### src/rtl/activity_scan_16_pkg.sv
// Shared types for the activity scan block: field/index widths and scan states.
package ucaspian_act_pkg;

   localparam int ACT_WIDTH = 16;
   localparam int ACT_IDX_W = 4;

   typedef logic [ACT_WIDTH-1:0] act_field_t;
   typedef logic [ACT_IDX_W-1:0] act_idx_t;

   typedef enum logic {ACT_IDLE, ACT_SCAN} act_scan_state_t;

   function automatic act_field_t idx_to_onehot(input act_idx_t idx);
      act_field_t f;
      f = '0;
      f[idx] = 1'b1;
      return f;
   endfunction

endpackage

### src/rtl/activity_scan_16_find_set_bit.sv
// Priority encoder: returns the lowest set index of a 16-bit field.
import ucaspian_act_pkg::*;

module find_set_bit_16 (
   input  act_field_t scan,
   output act_idx_t   out_idx,
   output logic       none_found
);

   // Walk from the top down so the lowest set bit is the last one written.
   always_comb begin
      out_idx    = '0;
      none_found = 1'b1;
      for (int i = ACT_WIDTH - 1; i >= 0; i--) begin
         if (scan[i]) begin
            out_idx    = act_idx_t'(i);
            none_found = 1'b0;
         end
      end
   end

endmodule

### src/rtl/activity_scan_16.sv
// Drains a 16-entry activity field lowest-index-first over valid/ready.
// Optional ACT_SCAN_COUNT_EN adds a per-scan dispatch counter output.
import ucaspian_act_pkg::*;

module activity_scan_16 #(
   parameter int SNAPSHOT = 1
) (
   input  logic       clk,
   input  logic       reset_n,
   input  logic       set_valid,
   input  act_idx_t   set_idx,
   input  logic       clear_all,
   input  logic       step_start,
   output logic       busy,
   output logic       out_valid,
   output act_idx_t   out_idx,
   input  logic       out_ready,
   output logic       step_done
`ifdef ACT_SCAN_COUNT_EN
   ,
   output logic [4:0] dispatch_count
`endif
);

   act_scan_state_t r_state, w_stateNext;
   act_field_t      r_scan, w_scanNext, w_startField, w_setBit, w_clrBit;
   act_idx_t        w_encIdx;
   logic            w_noneFound, w_start, w_accept;

   find_set_bit_16 u_find (
      .scan       (r_scan),
      .out_idx    (w_encIdx),
      .none_found (w_noneFound)
   );

   assign w_start  = (r_state == ACT_IDLE) && step_start && !clear_all;
   assign w_accept = out_valid && out_ready && !clear_all;
   assign w_setBit = set_valid ? idx_to_onehot(set_idx) : '0;
   assign w_clrBit = w_accept ? idx_to_onehot(w_encIdx) : '0;

   assign busy      = (r_state == ACT_SCAN);
   assign out_valid = busy && !w_noneFound;
   assign out_idx   = busy ? w_encIdx : '0;
   assign step_done = busy && w_noneFound && !clear_all;

   // With snapshotting, sets land in a side buffer that is swapped in at start.
   generate
      if (SNAPSHOT != 0) begin : g_snapshot
         act_field_t r_pending;
         always_ff @(posedge clk or negedge reset_n) begin
            if (!reset_n)
               r_pending <= '0;
            else if (clear_all || w_start)
               r_pending <= '0;
            else
               r_pending <= r_pending | w_setBit;
         end
         assign w_startField = r_pending | w_setBit;
      end else begin : g_direct
         assign w_startField = r_scan | w_setBit;
      end
   endgenerate

   always_comb begin
      w_scanNext = r_scan & ~w_clrBit;
      if (clear_all)
         w_scanNext = '0;
      else if (w_start)
         w_scanNext = w_startField;
      else if (SNAPSHOT == 0)
         w_scanNext = (r_scan & ~w_clrBit) | w_setBit;
   end

   always_comb begin
      w_stateNext = r_state;
      if (clear_all)
         w_stateNext = ACT_IDLE;
      else if (w_start)
         w_stateNext = ACT_SCAN;
      else if ((r_state == ACT_SCAN) && w_noneFound)
         w_stateNext = ACT_IDLE;
   end

   always_ff @(posedge clk or negedge reset_n) begin
      if (!reset_n) begin
         r_state <= ACT_IDLE;
         r_scan  <= '0;
      end else begin
         r_state <= w_stateNext;
         r_scan  <= w_scanNext;
      end
   end

`ifdef ACT_SCAN_COUNT_EN
   logic [4:0] r_count;

   // Saturates only matters for the single-field build, where re-sets can exceed 16.
   always_ff @(posedge clk or negedge reset_n) begin
      if (!reset_n)
         r_count <= '0;
      else if (clear_all || w_start)
         r_count <= '0;
      else if (w_accept && (r_count != 5'd31))
         r_count <= r_count + 5'd1;
   end

   assign dispatch_count = r_count;
`endif

endmodule
### config.mk
export PLATFORM = sky130hd
export DESIGN_NAME = activity_scan_16
export DESIGN_NICKNAME = d
export VERILOG_FILES = /design/src/rtl/activity_scan_16_pkg.sv /design/src/rtl/activity_scan_16_find_set_bit.sv /design/src/rtl/activity_scan_16.sv
export SDC_FILE = /design/constraint.sdc
export NUM_CORES = 1
export LEC_CHECK = 0
export CAP_MARGIN = 40
export CORE_MARGIN = 5
export CORE_UTILIZATION = 52
export CTS_CLUSTER_DIAMETER = 150
export CTS_CLUSTER_SIZE = 28
export DETAILED_ROUTE_END_ITERATION = 12
export PLACE_DENSITY = 0.75
export SYNTH_ARGS = -nofsm -noshare
export SYNTH_HDL_FRONTEND = slang
export SYNTH_SLANG_ARGS = --single-unit
### constraint.sdc
create_clock -name clk -period 2.27 [get_ports clk]
set_clock_uncertainty 0.1 [all_clocks]
set_input_delay 0.454 -clock clk [delete_from_list [all_inputs] [get_ports clk]]
set_output_delay 0.454 -clock clk [all_outputs]
set_load 0.02 [all_outputs]
==> results of run 1 <==
[per-layer routing]
| metal | wire [um] | vias up | track usage [%] | share of wire [%] |
|---|---|---|---|---|
| met3 | 389 | 32 | 7.32 | 6.8 |
| li1 | - | 801 | - | - |
| met1 | 2110 | 869 | 28.0 | 37 |
| met2 | 2860 | 100 | 44.7 | 50 |
| met5 | 0 | - | 0 | 0 |
| met4 | 369 | 0 | 11.6 | 6.4 |
[final timing paths]
kind	start	end	slack (ns)	cells after the start
setup / recovery	r_scan[12]	out_idx[0]	-0.19	6
hold / removal	reset_n	g_snapshot.r_pending[2]	0.40	2
setup reg to reg	r_scan[12]	r_scan[14]	0.01	10
hold reg to reg	g_snapshot.r_pending[13]	g_snapshot.r_pending[13]	0.40	2
max in group asynchronous	reset_n	r_scan[9]	1.35	2
min in group clk	g_snapshot.r_pending[13]	g_snapshot.r_pending[13]	0.40	2
[repair_timing]
item,CTS,global route
buffers inserted,15,2
setup endpoints to repair,6,8
gates resized for setup,42,15
gates cloned,0,0
pin swaps,8,3
[state kept, by name, summed over array words and instances, names as in the netlist]
register              cells
busy                      1
r_scan                   16
g_snapshot.r_pending     16
[stage by stage]
stage,util [%],power [W]
global placement,64.1,0.000810
global route,73.5,0.00139
floorplan,-,0.000724
finish,73.5,0.00134
detailed placement,64.1,0.000818
CTS,71.7,0.00132
[placed cells by master (no fill, tap or decap), types with 2 or more instances in the layout]
cell | netlist | routed
sky130_fd_sc_hd__nand3_1 | 3 | 2
sky130_fd_sc_hd__dfrtp_2 | 0 | 4
sky130_fd_sc_hd__clkbuf_4 | 0 | 5
sky130_fd_sc_hd__o21ai_1 | 5 | 7
sky130_fd_sc_hd__nor2b_1 | 3 | 3
sky130_fd_sc_hd__nor2_1 | 36 | 35
sky130_fd_sc_hd__nand2_1 | 13 | 12
sky130_fd_sc_hd__o211ai_1 | 3 | 3
sky130_fd_sc_hd__nand2b_1 | 3 | 3
sky130_fd_sc_hd__nor3_1 | 3 | 3
sky130_fd_sc_hd__a31oi_1 | 10 | 10
sky130_fd_sc_hd__nor3b_2 | 0 | 2
sky130_fd_sc_hd__a21oi_1 | 16 | 15
sky130_fd_sc_hd__and3b_1 | 2 | 2
sky130_fd_sc_hd__buf_6 | 2 | 4
sky130_fd_sc_hd__buf_2 | 0 | 2
sky130_fd_sc_hd__and2_4 | 1 | 2
sky130_fd_sc_hd__nand3_2 | 1 | 2
sky130_fd_sc_hd__o22ai_1 | 2 | 2
sky130_fd_sc_hd__o21ai_0 | 10 | 8
sky130_fd_sc_hd__clkdlybuf4s50_1 | 0 | 10
sky130_fd_sc_hd__nor4_4 | 2 | 3
sky130_fd_sc_hd__o311ai_1 | 4 | 2
sky130_fd_sc_hd__dfrtp_1 | 33 | 29
sky130_fd_sc_hd__o311ai_2 | 0 | 2
sky130_fd_sc_hd__inv_1 | 5 | 5
sky130_fd_sc_hd__buf_4 | 0 | 47
[kinds of logic after synthesis]
group,share of synthesized area (%)
DFF,47.8
AOI/OAI and AO/OA,21.1
buffers and inverters,4.92
and+or+nand+nor,26.2
[power groups by stage]
stage | sequential [W] | clock (W) | combinational [W]
global route | 0.000610 | 0.000507 | 0.000274
finish | 0.000609 | 0.000472 | 0.000260
floorplan | 0.000618 | 0 | 0.000105
global placement | 0.000617 | 0 | 0.000193
detailed placement | 0.000618 | 0 | 0.000200
CTS | 0.000607 | 0.000479 | 0.000232
[area by class of cell]
type                            instances  area [um^2]
Multi-Input combinational cell        142          911
Fill cell                             224          870
Sequential cell                        33          831
Timing Repair Buffer                   63          508
Tap cell                               46         57.6
Clock buffer                            6         51.3
Clock inverter                          2         37.5
Inverter                                5         18.8
==> impl_summary.txt, run 1 <==
----------------------------------------------------
[Synth]
  Post-synth top flop ... sky130_fd_sc_hd__dfrtp_1
  Number of distinct library cell variants in the gate-level netlist after synthesis ... 44
  Average instance area after synthesis ... 9.20 um^2
  Part of the Yosys area used for sequential elements ... 47.8%
  Net count after synthesis ... 198
  Area fraction of the dominant cell type after synthesis ... 47.8%
  Cell types with the largest area share after synthesis ... sky130_fd_sc_hd__dfrtp_1, sky130_fd_sc_hd__nor2_1, sky130_fd_sc_hd__a21oi_1
  Post-synthesis sequential element count ... 33
  Cell type with the largest total area after synthesis ... sky130_fd_sc_hd__dfrtp_1
  Syn Inst Count ... 188
  Share of async-settable or async-resettable flops after synthesis ... 100%
  Cell with the most instances after synthesis ... sky130_fd_sc_hd__nor2_1
  Post-Synthesis Cell Area ... 0.00173 mm^2
  Post-synth top cells ... sky130_fd_sc_hd__nor2_1, sky130_fd_sc_hd__dfrtp_1, sky130_fd_sc_hd__a21oi_1
  Number of warning messages in the yosys log ... 0
  Number of enable flip-flop cells after synthesis ... 0

[Clock network]
  Clock transition at path regs ... 0.11 ns
  CTS Hold Bufs ... 0
  Buffers from clock root to sink, at most ... 2
  Worst-skew pair later-pin latency ... 0.35 ns
  Maximum level of the CTS H-tree ... 2
  Number of sinks on the clock net ... 33
  Total CTS buffers ... 5
  Clock tree from TritonCTS ... yes
  Clk root buf ... sky130_fd_sc_hd__clkbuf_4

[Global route]
  Via count of the first global-routing pass ... 1749
  Sum of overflow across all layers after global routing ... 0
  Antenna violations before repair ... 0
  Total track usage ... 25.4%
  Largest net degree at the start of global routing ... 34
  Global-route wire length before repair ... 8290 um

[Timing]
  Measured slew at the worst slew-check pin ... 0.735 ns
  Shortest period the worst path allows ... 2.46 ns
  Worst hold margin ... 0.396 ns
  Worst slew slack as a fraction of its limit ... 50.6%
  Number of pins exceeding their max-slew limit in the final report ... 0
  Endpoints failing setup ... 6
  Setup repair after global routing missed its margin ... yes
  F_max ... 0.406 GHz
  Post-route setup slack ... -0.195 ns
  Final Hold Vio Count ... 0
  Share of the clock period used by the worst path ... 109%
  Setup tns final ... -0.495 ns

[Worst hold path]
  Type of the tightest min-delay check ... input port to async pin

[Place]
  # placed instances ... 272
  Pre-CTS worst setup slack ... -0.289 ns
  GPL Wtd Cong ... 0.849
  Total half-perimeter wirelength after legalization and detailed placement ... 3530 um
  Dpl cell area ... 0.00211 mm^2
  # port buffers ... 16

[Route]
  Final antenna-violating net count ... 0
  Pre-Repair DR Iteration Count ... 5
  Via/cell ratio ... 6.07
  Detailed Route Iter0 Violations ... 161
  Number of remaining DRC errors ... 0
  Routed WL per cell ... 19.3 um
  Final Routed Wirelength ... 5730 um
  DR vias ... 1802

[Worst setup path]
  Cell with the biggest individual delay on the critical path ... sky130_fd_sc_hd__dfrtp_1
  Crit-path max cell delay ... 0.44 ns
  Setup crit start kind ... register
  CP Class ... register to output pin
  Type of element capturing the critical path ... output pin
  Worst Path Buf+Inv ... 2
  Data arrival time of the critical path ... 1.91 ns
  Crit-path leading delay family ... compound AO/OA/AOI/OAI gates
  Max Fanout on Critical Path ... 3
  Critical-path cell list ... buf_4, a221oi_4, o211ai_1, a21oi_2, and2_4, buf_6
  Required time of the critical path ... 1.72 ns

[Layout]
  Final non-filler cell area ... 0.00241 mm^2
  Antenna diode count ... 0
  Fin nets ... 260
  Fraction of final layout cells sized beyond drive strength 1 ... 35.9%
  Layout overhead on the synthesized area ... 39.7%
  Count of non-filler cells in the finished layout ... 297

[Power]
  Switching power as a share of total power ... 27.2%
  Cell internal power dissipation ... 0.000976 W
  Clock Power Share ... 35.2%
  Worst vdd rail ir drop ... 0.471 mV
  Power density cells ... 555 mW/mm^2
  Leakage power ... 1.10 nW
  P_sw ... 0.000365 W
  Portion of total power attributed to sequential cells ... 45.4%
  Combinational group share of total power ... 19.4%

[Die]
  Number of top-level design ports ... 17
  Die Wd ... 67.7 um
  Row Count ... 21
  Die boundary height ... 67.7 um
  Full die area ... 0.00458 mm^2
  Total core area ... 0.00328 mm^2
  Initial Utilization ... 52.6%

[Flow run]
  Maxcap violations ... 0

[Outcome]
  Violations in the final reports ... setup timing
  Outcome ... finished with violations

----------------------------------------------------
Note: power is estimated with default switching activity, not from simulation.
==> inputs of run 2 (changes only) <==
TNS_END_PERCENT = 10   (was unset)
==> impl_summary.txt, run 2 (synthesized netlist as in run 1, its figures left out) <==
----------------------------------------------------
[Worst setup path]
  Required time of the critical path ... 1.72 ns (about the same)
  Setup crit start kind ... register
  Worst Path Buf+Inv ... 2 (unchanged)
  Max Fanout on Critical Path ... 3 (unchanged)
  Crit-path max cell delay ... 0.44 ns (about the same)
  CP Class ... register to output pin
  Data arrival time of the critical path ... 1.85 ns (-0.06 ns)
  Cell with the biggest individual delay on the critical path ... sky130_fd_sc_hd__dfrtp_1
  Critical-path cell list ... buf_4, a221oi_2, o211ai_1, a21oi_2, and2_4, buf_6
  Type of element capturing the critical path ... output pin
  Crit-path leading delay family ... compound AO/OA/AOI/OAI gates

[Layout]
  Layout overhead on the synthesized area ... 36.5%
  Fraction of final layout cells sized beyond drive strength 1 ... 34.1% (-1.7 points)
  Final non-filler cell area ... 0.00236 mm^2 (-2.2%)
  Area occupied by multi-input gates ... 881 um^2 (-3.3%)
  Antenna diode count ... 0 (unchanged)
  Most used cells in the layout excluding fill and tap cells ... sky130_fd_sc_hd__buf_4, sky130_fd_sc_hd__nor2_1, sky130_fd_sc_hd__dfrtp_1
  Register area ... 830 um^2 (-0.15%)
  Fraction of the core area covered by cells at the end of the flow ... 71.9% (-1.6 points)
  Most common cell after layout, fill and taps aside ... sky130_fd_sc_hd__buf_4
  Fin nets ... 258 (-0.77%)
  Filler cell count in the final layout ... 246 (+9.8%)

[Power]
  Worst vdd rail ir drop ... 0.453 mV (-3.9%)
  Portion of total power attributed to sequential cells ... 46.0% (+0.6 points)
  P_sw ... 0.000356 W (-2.6%)
  Switching power as a share of total power ... 26.9% (-0.37 points)
  Leakage power ... 1.10 nW (-0.86%)
  Clock Power Share ... 35.6% (+0.4 points)
  Combinational group share of total power ... 18.5% (-0.9 points)
  Power density cells ... 561 mW/mm^2 (+0.99%)
  Cell internal power dissipation ... 0.000969 W (-0.76%)

[Timing]
  Setup tns final ... -0.334 ns (+0.160 ns)
  F_max ... 0.416 GHz (+2.5%)
  Number of pins exceeding their max-slew limit in the final report ... 0 (unchanged)
  Setup repair after global routing missed its margin ... yes
  Post-route setup slack ... -0.134 ns (+0.0605 ns)
  Endpoints failing setup ... 5 (-1)
  Measured slew at the worst slew-check pin ... 0.669 ns (-0.0664 ns)
  Worst hold margin ... 0.393 ns (-0.00275 ns)
  Shortest period the worst path allows ... 2.40 ns (-0.0605 ns)
  Share of the clock period used by the worst path ... 106% (-2.7 points)
  Final Hold Vio Count ... 0 (unchanged)
  Worst slew slack as a fraction of its limit ... 55.0% (+4.5 points)

[Global route]
  Sum of overflow across all layers after global routing ... 0 (unchanged)
  Largest net degree at the start of global routing ... 34 (unchanged)
  Global-route wire length before repair ... 8010 um (-3.4%)
  Antenna violations before repair ... 0 (unchanged)
  Via count of the first global-routing pass ... 1704 (-2.6%)
  Total track usage ... 24.4% (-1.1 points)

[Clock network]
  Maximum level of the CTS H-tree ... 2 (unchanged)
  Buffers from clock root to sink, at most ... 2 (unchanged)
  Clock transition at path regs ... 0.11 ns (about the same)
  Clock tree from TritonCTS ... yes
  Total CTS buffers ... 5 (unchanged)
  Number of sinks on the clock net ... 33 (unchanged)
  Worst-skew pair later-pin latency ... 0.36 ns (about the same)
  Clk root buf ... sky130_fd_sc_hd__clkbuf_4

[Route]
  Via/cell ratio ... 5.98 (-1.4%)
  Detailed Route Iter0 Violations ... 170 (+5.6%)
  Number of remaining DRC errors ... 0 (unchanged)
  Pre-Repair DR Iteration Count ... 4 (-1)
  Routed WL per cell ... 18.2 um (-5.8%)
  Final Routed Wirelength ... 5370 um (-6.4%)
  DR vias ... 1765 (-2.1%)
  Final antenna-violating net count ... 0 (unchanged)

[Die]
  Total core area ... 0.00328 mm^2 (unchanged)
  Die Wd ... 67.7 um (unchanged)
  Number of top-level design ports ... 17 (unchanged)
  Full die area ... 0.00458 mm^2 (unchanged)
  Die boundary height ... 67.7 um (unchanged)
  Initial Utilization ... 52.6% (unchanged)
  Row Count ... 21 (unchanged)

[Outcome]
  Outcome ... finished with violations
  Violations in the final reports ... setup timing

[Place]
  GPL Wtd Cong ... 0.849 (unchanged)
  Dpl cell area ... 0.00211 mm^2 (unchanged)
  # port buffers ... 16 (unchanged)
  Total half-perimeter wirelength after legalization and detailed placement ... 3530 um (unchanged)
  Pre-CTS worst setup slack ... -0.289 ns (unchanged)

[Worst hold path]
  Type of the tightest min-delay check ... input port to async pin

[Flow run]
  Maxcap violations ... 0 (unchanged)

----------------------------------------------------
[run 2: layout make-up]
type | count | share of cell area [%]
inverters | 5 | 0.795
clock buffers | 6 | 2.17
multi-input cells | 142 | 37.3
flip-flops and latches | 33 | 35.1
clock inverters | 2 | 1.59
well taps | 46 | 2.44
repair buffers | 61 | 20.6
[run 2: worst reg2reg max path: cells and delay by family (launching register included)]
family / cells / cell delay (ns)
compound gates: 4 / 0.83
buf+inv: 6 / 0.80
flops: 1 / 0.44
[run 2: metal layers]
layer | global-route usage (%) | up-vias | wire [um]
met5 | 0 | - | 0
met1 | 27.8 | 858 | 2090
met4 | 8.10 | 0 | 198
met3 | 6.16 | 27 | 321
li1 | - | 795 | -
met2 | 43.9 | 85 | 2760
[run 2: power groups by stage]
| stage | Clock [W] | Sequential (W) | Combinational (W) |
|---|---|---|---|
| after CTS | 0.000479 | 0.000607 | 0.000223 |
| after detailed placement | 0 | 0.000618 | 0.000200 |
| after global routing | 0.000505 | 0.000610 | 0.000259 |
| final | 0.000471 | 0.000609 | 0.000244 |
| after global placement | 0 | 0.000617 | 0.000193 |
| after floorplan | 0 | 0.000618 | 0.000105 |
[run 2: repair_timing]
| action | CTS | global route |
|---|---|---|
| setup buffers | 13 | 2 |
| gates resized for setup | 36 | 13 |
| hold buffers | 0 | 0 |
| endpoints found under the setup margin | 6 | 7 |
| pin swaps | 5 | 6 |
[run 2: final timing paths]
path / start / slack (ns) / depth (start not counted) / endpoint
min in group clk: g_snapshot.r_pending[13] / 0.40 / 2 / g_snapshot.r_pending[13]
max in group asynchronous: reset_n / 1.35 / 2 / r_scan[9]
hold / removal: reset_n / 0.39 / 2 / g_snapshot.r_pending[4]
setup reg to reg: r_scan[12] / 0.02 / 10 / r_scan[6]
setup / recovery: r_scan[12] / -0.13 / 6 / out_idx[0]
hold reg to reg: g_snapshot.r_pending[13] / 0.40 / 2 / g_snapshot.r_pending[13]
[run 2: stage by stage]
step	power (W)	std cells
floorplan	0.000724	188
global route	0.00137	295
finish	0.00132	295
global placement	0.000810	272
CTS	0.00131	293
detailed placement	0.000818	272
==> patch: new RTL, flow settings as in run 2 <==
Set the package constant `ACT_IDX_W` to 5 (it was 4).
--- a/src/rtl/activity_scan_16_pkg.sv
+++ b/src/rtl/activity_scan_16_pkg.sv
@@ -3,5 +3,5 @@
 
    localparam int ACT_WIDTH = 16;
-   localparam int ACT_IDX_W = 4;
+   localparam int ACT_IDX_W = 5;
 
    typedef logic [ACT_WIDTH-1:0] act_field_t;
Ports: changed (resized out_idx and set_idx); port bits go from 17 to 19. The function was not compared with the original's and may differ.
==> patch against run 2 <==
  * Synthesized area down 2.2%
  * Clock power fell by 30%
  * Worst setup slack worse by 0.032 ns
  * Final cell count fell by 7.5%
  * Sequential power decreased by 2%
  * The flow still finishes with violations (setup timing)
  * Maximum frequency decreased by 1.3%
  * Utilization up 0.43 points
  * Non-clock buffer count shrank 12
  * Highest routed layer unchanged
  * Routed wire length shrank 22%
  * Sequential cell count did not move
  * Total power shrank 19%
  * Sequential share of layout area grew 2.0 points
  * First-iteration DRC count shrank 55%
  * Final area is 5.7% lower
==> patch: results <==
{
  "wire_length_of_the_first_global_routing_pass_um": 7250,
  "worstSkewPairLatency_ns": 0.33,
  "grt_use_total": 0.218,
  "detailed_place_hpwl_um": 3170,
  "cp_data_arrival_time_ns": 1.88,
  "io_buffer_count": 17,
  "pre_cts_ws_ns": -0.323,
  "drv_cap": 0,
  "gpl.final_weighted_congestion": 0.889,
  "leakage_uw": 0.00103,
  "peak_fanout_along_the_critical_path": 2,
  "postSynthCellCount": 179,
  "synthesized_net_count": 190,
  "drt_wl_total_um": 4160,
  "hold_path.class": "flip-flop to flip-flop",
  "nNetsFinal": 240,
  "post-route-worst-setup-slack_ns": -0.166,
  "route.detailed.wl_per_inst_um": 15.2,
  "drtIter0Drc": 76,
  "fraction_of_final_layout_cells_with_drive_strength_greater_than_1": 0.284,
  "vdd_ir_drop_max_uv": 385,
  "place.detailed.instances": 266,
  "synthTopCellsByArea": "sky130_fd_sc_hd__dfrtp_1 49%, sky130_fd_sc_hd__nor2_1 5.8%, sky130_fd_sc_hd__a21oi_1 5.3%",
  "synth.yosys.seq_area_share": 0.488,
  "path_clk_slew_ns": 0.10,
  "outcome": "finished, violations left",
  "synth-main-ff-cell": "sky130_fd_sc_hd__dfrtp_1",
  "fin_setup_tns_ns": -0.438,
  "count_of_vias_placed_by_the_detailed_router": 1513,
  "final-setup-viol-count": 5,
  "synth.cells.most_frequent": "33 x sky130_fd_sc_hd__dfrtp_1, 26 x sky130_fd_sc_hd__nor2_1, 18 x sky130_fd_sc_hd__a21oi_1",
  "violations": "setup timing",
  "clk_root_buffer_cell": "sky130_fd_sc_hd__clkbuf_4",
  "first_global_vias": 1571,
  "placed_area_um2": 2130
}
patch: path summary, 6_finish.rpt:
check | start | endpoint | slack [ns] | cells past startpoint
max | r_scan[12] | step_done | -0.17 | 5
min | g_snapshot.r_pending[0] | g_snapshot.r_pending[0] | 0.39 | 2
max reg2reg | r_scan[12] | r_scan[11] | 0.25 | 7
min reg2reg | g_snapshot.r_pending[0] | g_snapshot.r_pending[0] | 0.39 | 2
max in group asynchronous | reset_n | g_snapshot.r_pending[4] | 1.36 | 2
min in group asynchronous | reset_n | g_snapshot.r_pending[14] | 0.41 | 2
patch: worst max-delay path, stage by stage (launching register included):
cell                      delay (ns)
sky130_fd_sc_hd__dfrtp_1        0.39
sky130_fd_sc_hd__or4_4          0.56
sky130_fd_sc_hd__nor2b_4        0.13
sky130_fd_sc_hd__nand3_2        0.11
sky130_fd_sc_hd__nor3b_2        0.19
sky130_fd_sc_hd__buf_4          0.16
patch: cell type report:
class | instances | area, µm²
timing repair buffer | 49 | 398
inverter | 5 | 18.8
clock buffer | 7 | 55.1
multi-input combinational | 135 | 873
tap | 44 | 55.1
fill | 236 | 852
sequential | 33 | 826
patch: cells by family after synthesis:
group,Yosys count,synth area share
compound gates,55,0.220
buf+inv,11,0.0274
flops,33,0.488
other cells,1,0.00222
simple gates,79,0.262
patch: where the power goes:
group          total [µW]  internal, µW  leakage, µW  switching (µW)
Combinational         141          60.7     0.000539            79.9
Clock                 331           146    0.0000314             185
Sequential            597           592     0.000460            5.22
Total                1070           799      0.00103             270
patch: through the flow:
step / power [µW] / util
floorplan: 672 / -
global placement: 741 / 0.693
detailed placement: 747 / 0.693
CTS: 1070 / 0.723
global route: 1120 / 0.723
finish: 1070 / 0.723
patch: what timing repair did:
action,4_1_cts,5_1_grt
hold endpoints to repair,0,0
pin swaps,5,0
resized for setup,37,0
buffers inserted,0,0
endpoints found under the setup margin,6,6
patch: routing by layer:
metal	GRT usage	vias up	wire length [µm]
met2	0.368	42	2050
met5	0	-	0
li1	-	743	-
met3	0.0422	10	195
met1	0.266	718	1820
met4	0.0962	0	99
